==> config.mk <==
export PLATFORM = sky130hd
export DESIGN_NAME = seg7_scan_controller
export DESIGN_NICKNAME = d
export VERILOG_FILES = /design/src/rtl/seg7_scan_controller.sv
export SDC_FILE = /design/constraint.sdc
export NUM_CORES = 1
export LEC_CHECK = 0
export ABC_AREA = 1
export CAP_MARGIN = 20
export CORE_ASPECT_RATIO = 1.2
export CORE_MARGIN = 8
export CORE_UTILIZATION = 50
export DETAILED_ROUTE_END_ITERATION = 8
export GPL_ROUTABILITY_DRIVEN = 0
export PLACE_DENSITY = 0.81
export RECOVER_POWER = 25
export SKIP_LAST_GASP = 1
export SYNTH_ARGS = -nofsm -noshare
export SYNTH_HDL_FRONTEND = slang
export SYNTH_SLANG_ARGS = --single-unit
==> constraint.sdc <==
create_clock -name clk -period 6.3 [get_ports clk]
set_input_delay 1.89 -clock clk [delete_from_list [all_inputs] [get_ports clk]]
set_output_delay 1.89 -clock clk [all_outputs]
set_load 0.02 [all_outputs]
==> src/rtl/seg7_scan_controller.sv <==
// Multiplexed seven-segment display controller.
// Scans NUM_DIGITS common-anode digits, one slot of REFRESH_DIV clocks per digit.
// A ready/valid load port feeds a pending register. Pending data is committed to
// the display register only at a frame boundary, so a frame never shows a mix of
// old and new values. Optional leading-zero blanking is applied per loaded value.
module seg7_scan_controller #(
    parameter int REFRESH_DIV = 10000,
    parameter int NUM_DIGITS  = 8
) (
    input  logic                    clk,
    input  logic                    rst,
    input  logic                    load_valid,
    output logic                    load_ready,
    input  logic [4*NUM_DIGITS-1:0] load_data,
    input  logic [NUM_DIGITS-1:0]   load_dp,
    input  logic                    load_blz,
    output logic [NUM_DIGITS-1:0]   an,
    output logic [6:0]              seg,
    output logic                    dp,
    output logic                    frame_done
);

    localparam int PW = (REFRESH_DIV > 1) ? $clog2(REFRESH_DIV) : 1;
    localparam int IW = $clog2(NUM_DIGITS);
    localparam logic [PW-1:0] PRE_MAX = PW'(REFRESH_DIV - 1);
    localparam logic [IW-1:0] IDX_MAX = IW'(NUM_DIGITS - 1);

    typedef enum logic {
        EMPTY = 1'b0,
        HOLD  = 1'b1
    } state_t;

    state_t                  state;
    state_t                  state_nxt;
    logic [PW-1:0]           pre_cnt;
    logic [IW-1:0]           idx;
    logic                    tick;
    logic                    boundary;
    logic                    accept;
    logic                    commit;

    logic [4*NUM_DIGITS-1:0] pend_data;
    logic [NUM_DIGITS-1:0]   pend_dp;
    logic                    pend_blz;
    logic [4*NUM_DIGITS-1:0] disp_data;
    logic [NUM_DIGITS-1:0]   disp_dp;
    logic                    disp_blz;

    logic [3:0]              cur_nib;
    logic                    cur_dp;
    logic                    blank;
    logic [NUM_DIGITS-1:0]   an_nxt;
    logic [NUM_DIGITS-1:0]   upper_zero;

    // Active-low segment pattern {g,f,e,d,c,b,a} for one hex nibble.
    function automatic logic [6:0] hex_to_seg(input logic [3:0] nib);
        logic [6:0] s;
        case (nib)
            4'h0: s = 7'h40;
            4'h1: s = 7'h79;
            4'h2: s = 7'h24;
            4'h3: s = 7'h30;
            4'h4: s = 7'h19;
            4'h5: s = 7'h12;
            4'h6: s = 7'h02;
            4'h7: s = 7'h78;
            4'h8: s = 7'h00;
            4'h9: s = 7'h10;
            4'hA: s = 7'h08;
            4'hB: s = 7'h03;
            4'hC: s = 7'h46;
            4'hD: s = 7'h21;
            4'hE: s = 7'h06;
            default: s = 7'h0E;
        endcase
        return s;
    endfunction

    assign tick     = (pre_cnt == PRE_MAX);
    assign boundary = tick && (idx == IDX_MAX);
    assign accept   = load_valid && load_ready;
    assign commit   = (state == HOLD) && boundary;

    // Prescaler: divides clk down to the per-digit slot rate.
    always_ff @(posedge clk or posedge rst) begin
        if (rst)       pre_cnt <= '0;
        else if (tick) pre_cnt <= '0;
        else           pre_cnt <= pre_cnt + 1'b1;
    end

    // Digit index advances once per slot and wraps at the last digit.
    always_ff @(posedge clk or posedge rst) begin
        if (rst)       idx <= '0;
        else if (tick) idx <= (idx == IDX_MAX) ? '0 : idx + 1'b1;
    end

    // One-cycle frame pulse, registered one cycle after the boundary.
    always_ff @(posedge clk or posedge rst) begin
        if (rst) frame_done <= 1'b0;
        else     frame_done <= boundary;
    end

    // Load FSM state register.
    always_ff @(posedge clk or posedge rst) begin
        if (rst) state <= EMPTY;
        else     state <= state_nxt;
    end

    // Load FSM next state: EMPTY fills on handshake, HOLD drains at a boundary.
    always_comb begin
        state_nxt = state;
        case (state)
            EMPTY:   if (accept) state_nxt = HOLD;
            HOLD:    if (boundary) state_nxt = EMPTY;
            default: state_nxt = EMPTY;
        endcase
    end

    // Load FSM outputs.
    always_comb begin
        load_ready = (state == EMPTY);
    end

    // Pending register captures the offered value on handshake.
    always_ff @(posedge clk or posedge rst) begin
        if (rst) begin
            pend_data <= '0;
            pend_dp   <= '0;
            pend_blz  <= 1'b0;
        end else if (accept) begin
            pend_data <= load_data;
            pend_dp   <= load_dp;
            pend_blz  <= load_blz;
        end
    end

    // Display register only changes at a frame boundary, never mid-frame.
    always_ff @(posedge clk or posedge rst) begin
        if (rst) begin
            disp_data <= '0;
            disp_dp   <= '0;
            disp_blz  <= 1'b0;
        end else if (commit) begin
            disp_data <= pend_data;
            disp_dp   <= pend_dp;
            disp_blz  <= pend_blz;
        end
    end

    // Select the active digit, build the anode pattern and the blanking decision.
    always_comb begin
        cur_nib    = 4'h0;
        cur_dp     = 1'b0;
        blank      = 1'b0;
        an_nxt     = '1;
        upper_zero = '0;
        // upper_zero[k]: nibble k and every nibble above it are zero.
        upper_zero[NUM_DIGITS-1] = (disp_data[4*NUM_DIGITS-1 -: 4] == 4'h0);
        for (int k = NUM_DIGITS - 2; k >= 0; k--) begin
            upper_zero[k] = upper_zero[k+1] && (disp_data[4*k +: 4] == 4'h0);
        end
        for (int k = 0; k < NUM_DIGITS; k++) begin
            if (idx == IW'(k)) begin
                cur_nib   = disp_data[4*k +: 4];
                cur_dp    = disp_dp[k];
                an_nxt[k] = 1'b0;
                blank     = disp_blz && (k != 0) && upper_zero[k];
            end
        end
    end

    // Registered display drive so an, seg and dp switch together.
    always_ff @(posedge clk or posedge rst) begin
        if (rst) begin
            an  <= '1;
            seg <= 7'h7F;
            dp  <= 1'b1;
        end else begin
            an  <= an_nxt;
            seg <= blank ? 7'h7F : hex_to_seg(cur_nib);
            dp  <= blank ? 1'b1 : ~cur_dp;
        end
    end

endmodule

# Word level (Yosys, flattened, before mapping)
# Memories as Yosys holds them, arrays and structs flattened.
# Cells that the tools add are included.
[word_totals]
ff_bits = 117
rom_bits = 112
inputBits = 44
out_inout_bits = 18
word_cells = 88
memories = 1
[mem_list]
columns = ["name", "words", "width", "rd", "rd_ports_with_merged_regs", "write_ports", "line", "text"]
rows = [
  ["(no name shown)", 16, 7, 1, 0, 0, "58", "case (nib)"],
]
[op_classes]
addsub = 2
eq_ne = 8
n_mux = 38
bitwise = 2
n_reduce_logical = 24
[ops]
columns = ["cell", "n"]
rows = [
  ["$mux W4", 8],
  ["$logic_not A4 Y1", 7],
  ["$mux W1", 26],
  ["$logic_and A1 B1 Y1", 16],
  ["$add A14 B1 Y14 const B", 1],
  ["$eq A14 B14 Y1 const B", 1],
  ["$mux W14", 1],
  ["$eq A3 B3 Y1 const B", 4],
  ["$mux W7", 1],
  ["$eq A3 B2 Y1 const B", 2],
  ["$add A3 B1 Y3 const B", 1],
  ["$eq A3 B1 Y1 const B", 1],
  ["$logic_not A3 Y1", 1],
  ["$mux W3", 1],
  ["$not A1 Y1", 2],
  ["$pmux W1 S2", 1],
]

# Logic depth before layout (Yosys ltp)
# Gate-level depths: netlist of the first run.
[logic_depth]
ltp_word = 16
depth_mapped = 22
ltp_nobuf = 22

# Least setup slack after synthesis of the first run
# OpenSTA, ideal clock, no wires.
[synth_timing]
path_kind = "input to register"
start = "in load_valid"
end = "reg pend_blz"
setup_time_ps = 125
arrival_ps = 2702
required_ps = 6175
slack_ps = 3473
path_stages = 3
cell_sequence = "nand2_1 buf_1 mux2_2"
[synth_between]
elab_chain_len = 1
[synth_rtl]
columns = ["element", "line", "text"]
rows = [
  ["start: declaration", "12", "input logic load_valid,"],
  ["$logic_and A1 B1 Y1", "81", "assign accept = load_valid && load_ready;"],
  ["end signal: assignment", "133", "pend_blz <= load_blz;"],
  ["end: declaration", "44", "logic pend_blz;"],
]
# Every way passes these cells.
# A chain may end at the register's enable or synchronous reset.

# Worst setup path after layout of the first run
[layout_timing]
start = "reg pre_cnt[0]"
end = "reg disp_dp[4]"
[layout_between]
elab_chain_len = 3
[layout_rtl]
columns = ["element", "line", "text"]
rows = [
  ["start: declaration", "35", "logic [PW-1:0] pre_cnt;"],
  ["start signal: assignment", "88", "else pre_cnt <= pre_cnt + 1'b1;"],
  ["$eq A14 B14 Y1", "79", "assign tick = (pre_cnt == PRE_MAX);"],
  ["$logic_and A1 B1 Y1", "80", "assign boundary = tick && (idx == IDX_MAX);"],
  ["named net boundary", "38", "logic boundary;"],
  ["$logic_and A1 B1 Y1", "82", "assign commit = (state == HOLD) && boundary;"],
  ["end signal: assignment", "145", "disp_dp <= pend_dp;"],
  ["end: declaration", "46", "logic [NUM_DIGITS-1:0] disp_dp;"],
]
# The timed path passes the listed nets, and every way through them passes these cells.

==> reports/metrics.cfg, run 1 <==
[timing]
fmax_mhz=222.6
whs_ns=0.4574
fin_ws_ns=1.807
relSlewSlack=-1.071
fin_crit_sh=0.7131
fin_skew_ns=0.007582
finalCriticalPeriod_ns=4.493
drv_slew=86
setup_viol=0
rsz0062_at_grt=no
tightestPinTransition_ns=3.090
setup-tns-final_ns=0
hold_violations=0

[global_route]
grt_pass1_wl_um=20070
grt_usage=0.1773
grt_max_degree=76
grt_pass1_vias=4448
grt-ovfl-total=0
antenna_found_initial=0

[placement]
place_area_um2=6000
port_buffers=61
pre_cts_slack_ns=2.553
place_hpwl_um=8040
dp_cells=769

[setup_path]
cp_cell_sequence=ha_1 > nand3_1 > nor4_1 > clkinvlp_2 > nor2_4 > nand2_4 > clkinv_4 > nand2_1 > o21ai_2
endpoint_kind=flip-flop
critical_path.max_stage_delay_ns=1.40
critPathRequiredTime_ns=6.63
crit_family=simple AND/OR/NAND/NOR gates
cp_max_fo=52
arrival_ns=4.82
slowest_stage=nor4_1
timing_worst_setup_path_type=reg2reg
crit_buf_inv=2
start_kind=flip-flop

[synth]
synthFlopType=dfrtp_1
avgSynthCellArea_um2=8.960
async_flop_share=1.000
synth-edff-count=0
synth_cell_types=36
synthesis.nets=652
postSynthCellCount=596
synthesis.area_um2=5340
synth.yosys.warnings=0
synth-seq-cells=117
yosysSeqAreaShare=0.5520

[finish]
drive_above_1_share=0.1278
nets=716
final_cells=802
num_antenna_cells=0
final_cell_area_um2=6593
final_util=0.6300
syn_to_final_growth_pct=23.45
fillers=831

[clock_tree]
clock-sinks=117
worst_skew_pair.late_latency_ns=0.41
post_cts_buffers=0
post_cts_resized=0
cts_hold_buf=0
cts_buffers=17
cts_tree=built
cts_max_path_buffers=2
cts-root-buf=clkbuf_16
path_clk_slew_ns=0.05
h-tree-depth=4

[power_and_ir_drop]
ir_drop_mv=0.2446
p_per_area_nw_per_um2=275.1
total_power_mw=1.814
p_leak_nw=3.354

[drt]
avgViaCountPerCell=5.200
first_pass_iters=4
drtAntennaViolNets=0
wl_um=11650
dr_total_vias=4170
drc_errors=0
routedWlPerCell_um=14.53
drt_iter0_markers=231

[run]
cap_violations=2

[status]
status=finished, violations left
violations=capacitance limit, slew limit

[die]
placementRows=41
ioPinCount=62
die_x_um=110.3
start_util=0.5103
dieHeight_um=129.2
core_um2=10470
dieArea_um2=14260

[min_path]
hp-class=reg2reg

## worst min-delay path: stages, from the launching register on
cell	delay [ns]
dfrtp_1	0.34
nand2_1	0.05
nand2_1	0.04
## layer usage
| layer | wire, um | GRT usage | up-vias |
|---|---|---|---|
| met1 | 4861 | 0.2034 | 2039 |
| met3 | 472 | 0.04421 | 18 |
| li1 | - | - | 2009 |
| met4 | 204 | 0.07541 | 0 |
| met5 | 0 | 0 | - |
| met2 | 6114 | 0.3044 | 104 |
## final cells by class
cell class | instances | area, um2 | area share
Sequential cell | 117 | 2948 | 0.4471
Multi-Input combinational cell | 387 | 1966 | 0.2982
Timing Repair Buffer | 63 | 638.1 | 0.09679
Clock buffer | 22 | 464.2 | 0.07041
Inverter | 74 | 285.3 | 0.04327
Tap cell | 129 | 161.4 | 0.02448
Clock inverter | 10 | 130.1 | 0.01974
## registers in the layout, indices dropped and copies added (netlist names), 3 cells and up
register   count
disp_data     32
pend_data     32
pend_dp        8
idx            3
seg            7
an             8
disp_dp        8
pre_cnt       14
## Yosys cell counts, types with 2 or more instances
library cell	instances	area [um2]
mux2_2	23	259.0
a31oi_1	2	12.51
a21oi_1	30	150.1
nor2_1	57	214.0
o21ai_0	15	75.07
buf_1	4	15.01
dfstp_2	16	420.4
nand2_1	170	638.1
inv_1	71	266.5
xor2_1	3	26.28
ha_1	12	150.1
o21ai_2	6	52.55
nand3_1	28	140.1
or2_2	2	12.51
o21ai_1	20	100.1
nor3b_1	2	15.01
nor3_1	3	15.01
buf_6	5	56.30
nor4_1	5	31.28
dfrtp_1	101	2527
clkbuf_1	3	11.26
buf_2	4	20.02
## path summary, 6_finish.rpt
path	startpoint	to	slack (ns)	cells after the start
setup / recovery	pre_cnt[0]	disp_dp[4]	1.81	9
hold / removal	pend_data[6]	disp_data[6]	0.46	2
setup reg to reg	pre_cnt[0]	disp_dp[4]	1.81	9
hold reg to reg	pend_data[6]	disp_data[6]	0.46	2
max in group asynchronous	rst	an[3]	1.98	3
min in group asynchronous	rst	disp_data[31]	2.69	2
## power breakdown
group / total [mW] / leakage (nW) / switching [mW] / internal [mW]
Combinational: 0.0669 / 1.60 / 0.0298 / 0.0371
Sequential: 0.786 / 1.47 / 0.00966 / 0.776
Clock: 0.961 / 0.290 / 0.323 / 0.638
## cells in the final DEF, fill, tap and decap left out, types with 3 or more instances in the layout
cell             netlist  layout
nand2_1              170     169
dfrtp_1              101     101
inv_1                 71      70
clkdlybuf4s50_1        0      61
nor2_1                57      57
a21oi_1               30      31
o21ai_0               15      30
nand3_1               28      28
mux2_2                23      23
clkbuf_16              0      17
dfstp_2               16      16
ha_1                  12      12
nor4_1                 5       6
o21ai_2                6       6
o21ai_1               20       5
clkinv_2               0       5
nor3_1                 3       3
xor2_1                 3       3
clkbuf_1               3       3
bufinv_16              0       3
## cell families (layout without fill, tap and decap cells)
family,count (synthesis),in the layout,share of synthesized area
buf+inv,92,169,0.07685
xor+xnor,3,3,0.004921
flops,117,117,0.5520
fa+ha+maj,12,12,0.02812
simple gates,273,273,0.2120
mux,23,23,0.04850
compound gates,76,76,0.07755
(Power assumes the default switching activity.)
==> run 2, diff against run 1 <==
- clock period: 6.3 -> 4.5 ns (I/O delays scaled with it)
==> reports/metrics.cfg, run 2 (synthesized netlist as in run 1, its figures left out) <==
[timing]
fmax_mhz=309.5  ; +39%
finalCriticalPeriod_ns=3.231  ; -1.261 ns
drv_slew=47  ; -45%
relSlewSlack=-0.3756  ; +0.6954
fin_skew_ns=0.007785  ; +0.0002036 ns
setup_viol=0  ; unchanged
hold_violations=0  ; unchanged
rsz0062_at_grt=no
fin_crit_sh=0.7181  ; +0.004926
setup-tns-final_ns=0  ; unchanged
tightestPinTransition_ns=2.052  ; -1.037 ns

[setup_path]
timing_worst_setup_path_type=reg2reg
rr_worst_depth=9  ; unchanged
critPathRequiredTime_ns=4.84  ; -1.79 ns
endpoint_kind=flip-flop
cp_max_fo=52  ; unchanged
arrival_ns=3.57  ; -1.25 ns
start_kind=flip-flop

[drt]
first_pass_iters=5  ; +1
drtAntennaViolNets=0  ; unchanged
drc_errors=0  ; unchanged
routedWlPerCell_um=14.57  ; +0.28%
wl_um=11690  ; +0.28%
dr_total_vias=4206  ; +0.86%
drt_iter0_markers=200  ; -13%
avgViaCountPerCell=5.244  ; +0.86%

[status]
violations=capacitance limit, slew limit
status=finished, violations left

[die]
dieArea_um2=14260  ; unchanged
placementRows=41  ; unchanged
ioPinCount=62  ; unchanged
dieHeight_um=129.2  ; unchanged
core_um2=10470  ; unchanged
start_util=0.5103  ; unchanged
die_x_um=110.3  ; unchanged

[finish]
final_cell_mix=nand2_1 (169), dfrtp_1 (101), inv_1 (70)
syn_to_final_growth_pct=23.45  ; unchanged
final_common_cell=nand2_1
nets=716  ; unchanged
reg_top3=disp_data: 32 flops, pend_data: 32 flops, pre_cnt: 14 flops
num_antenna_cells=0  ; unchanged
drive_above_1_share=0.1337  ; +0.005944

[clock_tree]
cts_max_path_buffers=2  ; unchanged
worst_skew_pair.late_latency_ns=0.42  ; about the same
h-tree-depth=4  ; unchanged
cts_buffers=17  ; unchanged
cts_hold_buf=0  ; unchanged
clock-sinks=117  ; unchanged
cts_tree=built
post_cts_resized=0  ; unchanged
cts-root-buf=clkbuf_16
path_clk_slew_ns=0.05  ; about the same
post_cts_buffers=0  ; unchanged

[global_route]
grt_pass1_wl_um=19590  ; -2.4%
grt_max_degree=72  ; -5.3%
grt_usage=0.1771  ; -0.0001841
antenna_found_initial=0  ; unchanged
grt_pass1_vias=4365  ; -1.9%
grt-ovfl-total=0  ; unchanged

[min_path]
hp-class=reg2reg
hold-path-cell-count=2  ; unchanged

[power_and_ir_drop]
total_power_mw=2.455  ; +35%
ir_drop_mv=0.3255  ; +33%
p_leak_nw=3.380  ; +0.77%
p_per_area_nw_per_um2=372.4  ; +35%

[placement]
port_buffers=61  ; unchanged
place_hpwl_um=7854  ; -2.3%

[run]
cap_violations=1  ; -1

-- run 2: changes by cell type in the layout (fill, tap and decap cells not counted), sizes merged --
cell,delta
clkinv,+4
bufinv,-2
clkinvlp,-2
clkdlybuf4s50,-1
dlygate4sd3,+1
-- run 2: final timing paths --
path / start / endpoint / slack [ns]
max in group asynchronous: rst / an[0] / 1.47
worst max register to register: pre_cnt[0] / disp_dp[6] / 1.27
worst min-delay path: pend_data[5] / disp_data[5] / 0.47
worst max-delay path: pre_cnt[0] / disp_dp[6] / 1.27
min in group asynchronous: rst / disp_data[29] / 1.93
worst min register to register: pend_data[5] / disp_data[5] / 0.47
-- run 2: per-stage QoR --
step	instances	setup WS (ns)	util	area [um2]	hold slack (ns)
global route	802	0.9563	0.6300	6593	0.4965
detailed placement	769	1.314	0.5745	6012	0.4603
global placement	769	1.371	0.5745	6012	0.4451
floorplan	596	0.07571	-	5340	0.4329
finish	802	1.269	0.6300	6593	0.4699
CTS	801	1.585	0.6283	6575	0.4744
-- run 2: layer usage --
metal | vias up | routed length [um] | global-route usage
met4 | 0 | 457 | 0.1005
li1 | 2009 | - | -
met1 | 2011 | 4414 | 0.1896
met3 | 43 | 652 | 0.05415
met5 | - | 0 | 0
met2 | 143 | 6159 | 0.3009
-- run 2: power by group --
part	internal [mW]	switching, mW	leakage, nW
Combinational	0.0530	0.0415	1.63
Clock	0.808	0.453	0.289
Sequential	1.09	0.0132	1.47
Total	1.95	0.508	3.38
-- run 2: layout make-up --
| cell class | instances | area, um2 |
|---|---|---|
| clock inverters | 10 | 78.83 |
| fillers | 834 | 3872 |
| inverters | 74 | 285.3 |
| clock buffers | 22 | 484.2 |
| multi-input cells | 387 | 1984 |
| flip-flops and latches | 117 | 2948 |
| repair buffers | 63 | 650.6 |
| well taps | 129 | 161.4 |
-- run 2: critical path, stage by stage (launching register included) --
cell,delay [ns]
dfrtp_1,0.37
ha_1,0.19
nand3_1,0.17
nor4_4,0.61
clkinvlp_2,0.59
nor2_4,0.29
nand2_4,0.34
clkinv_4,0.34
nand2_1,0.15
o21ai_2,0.08
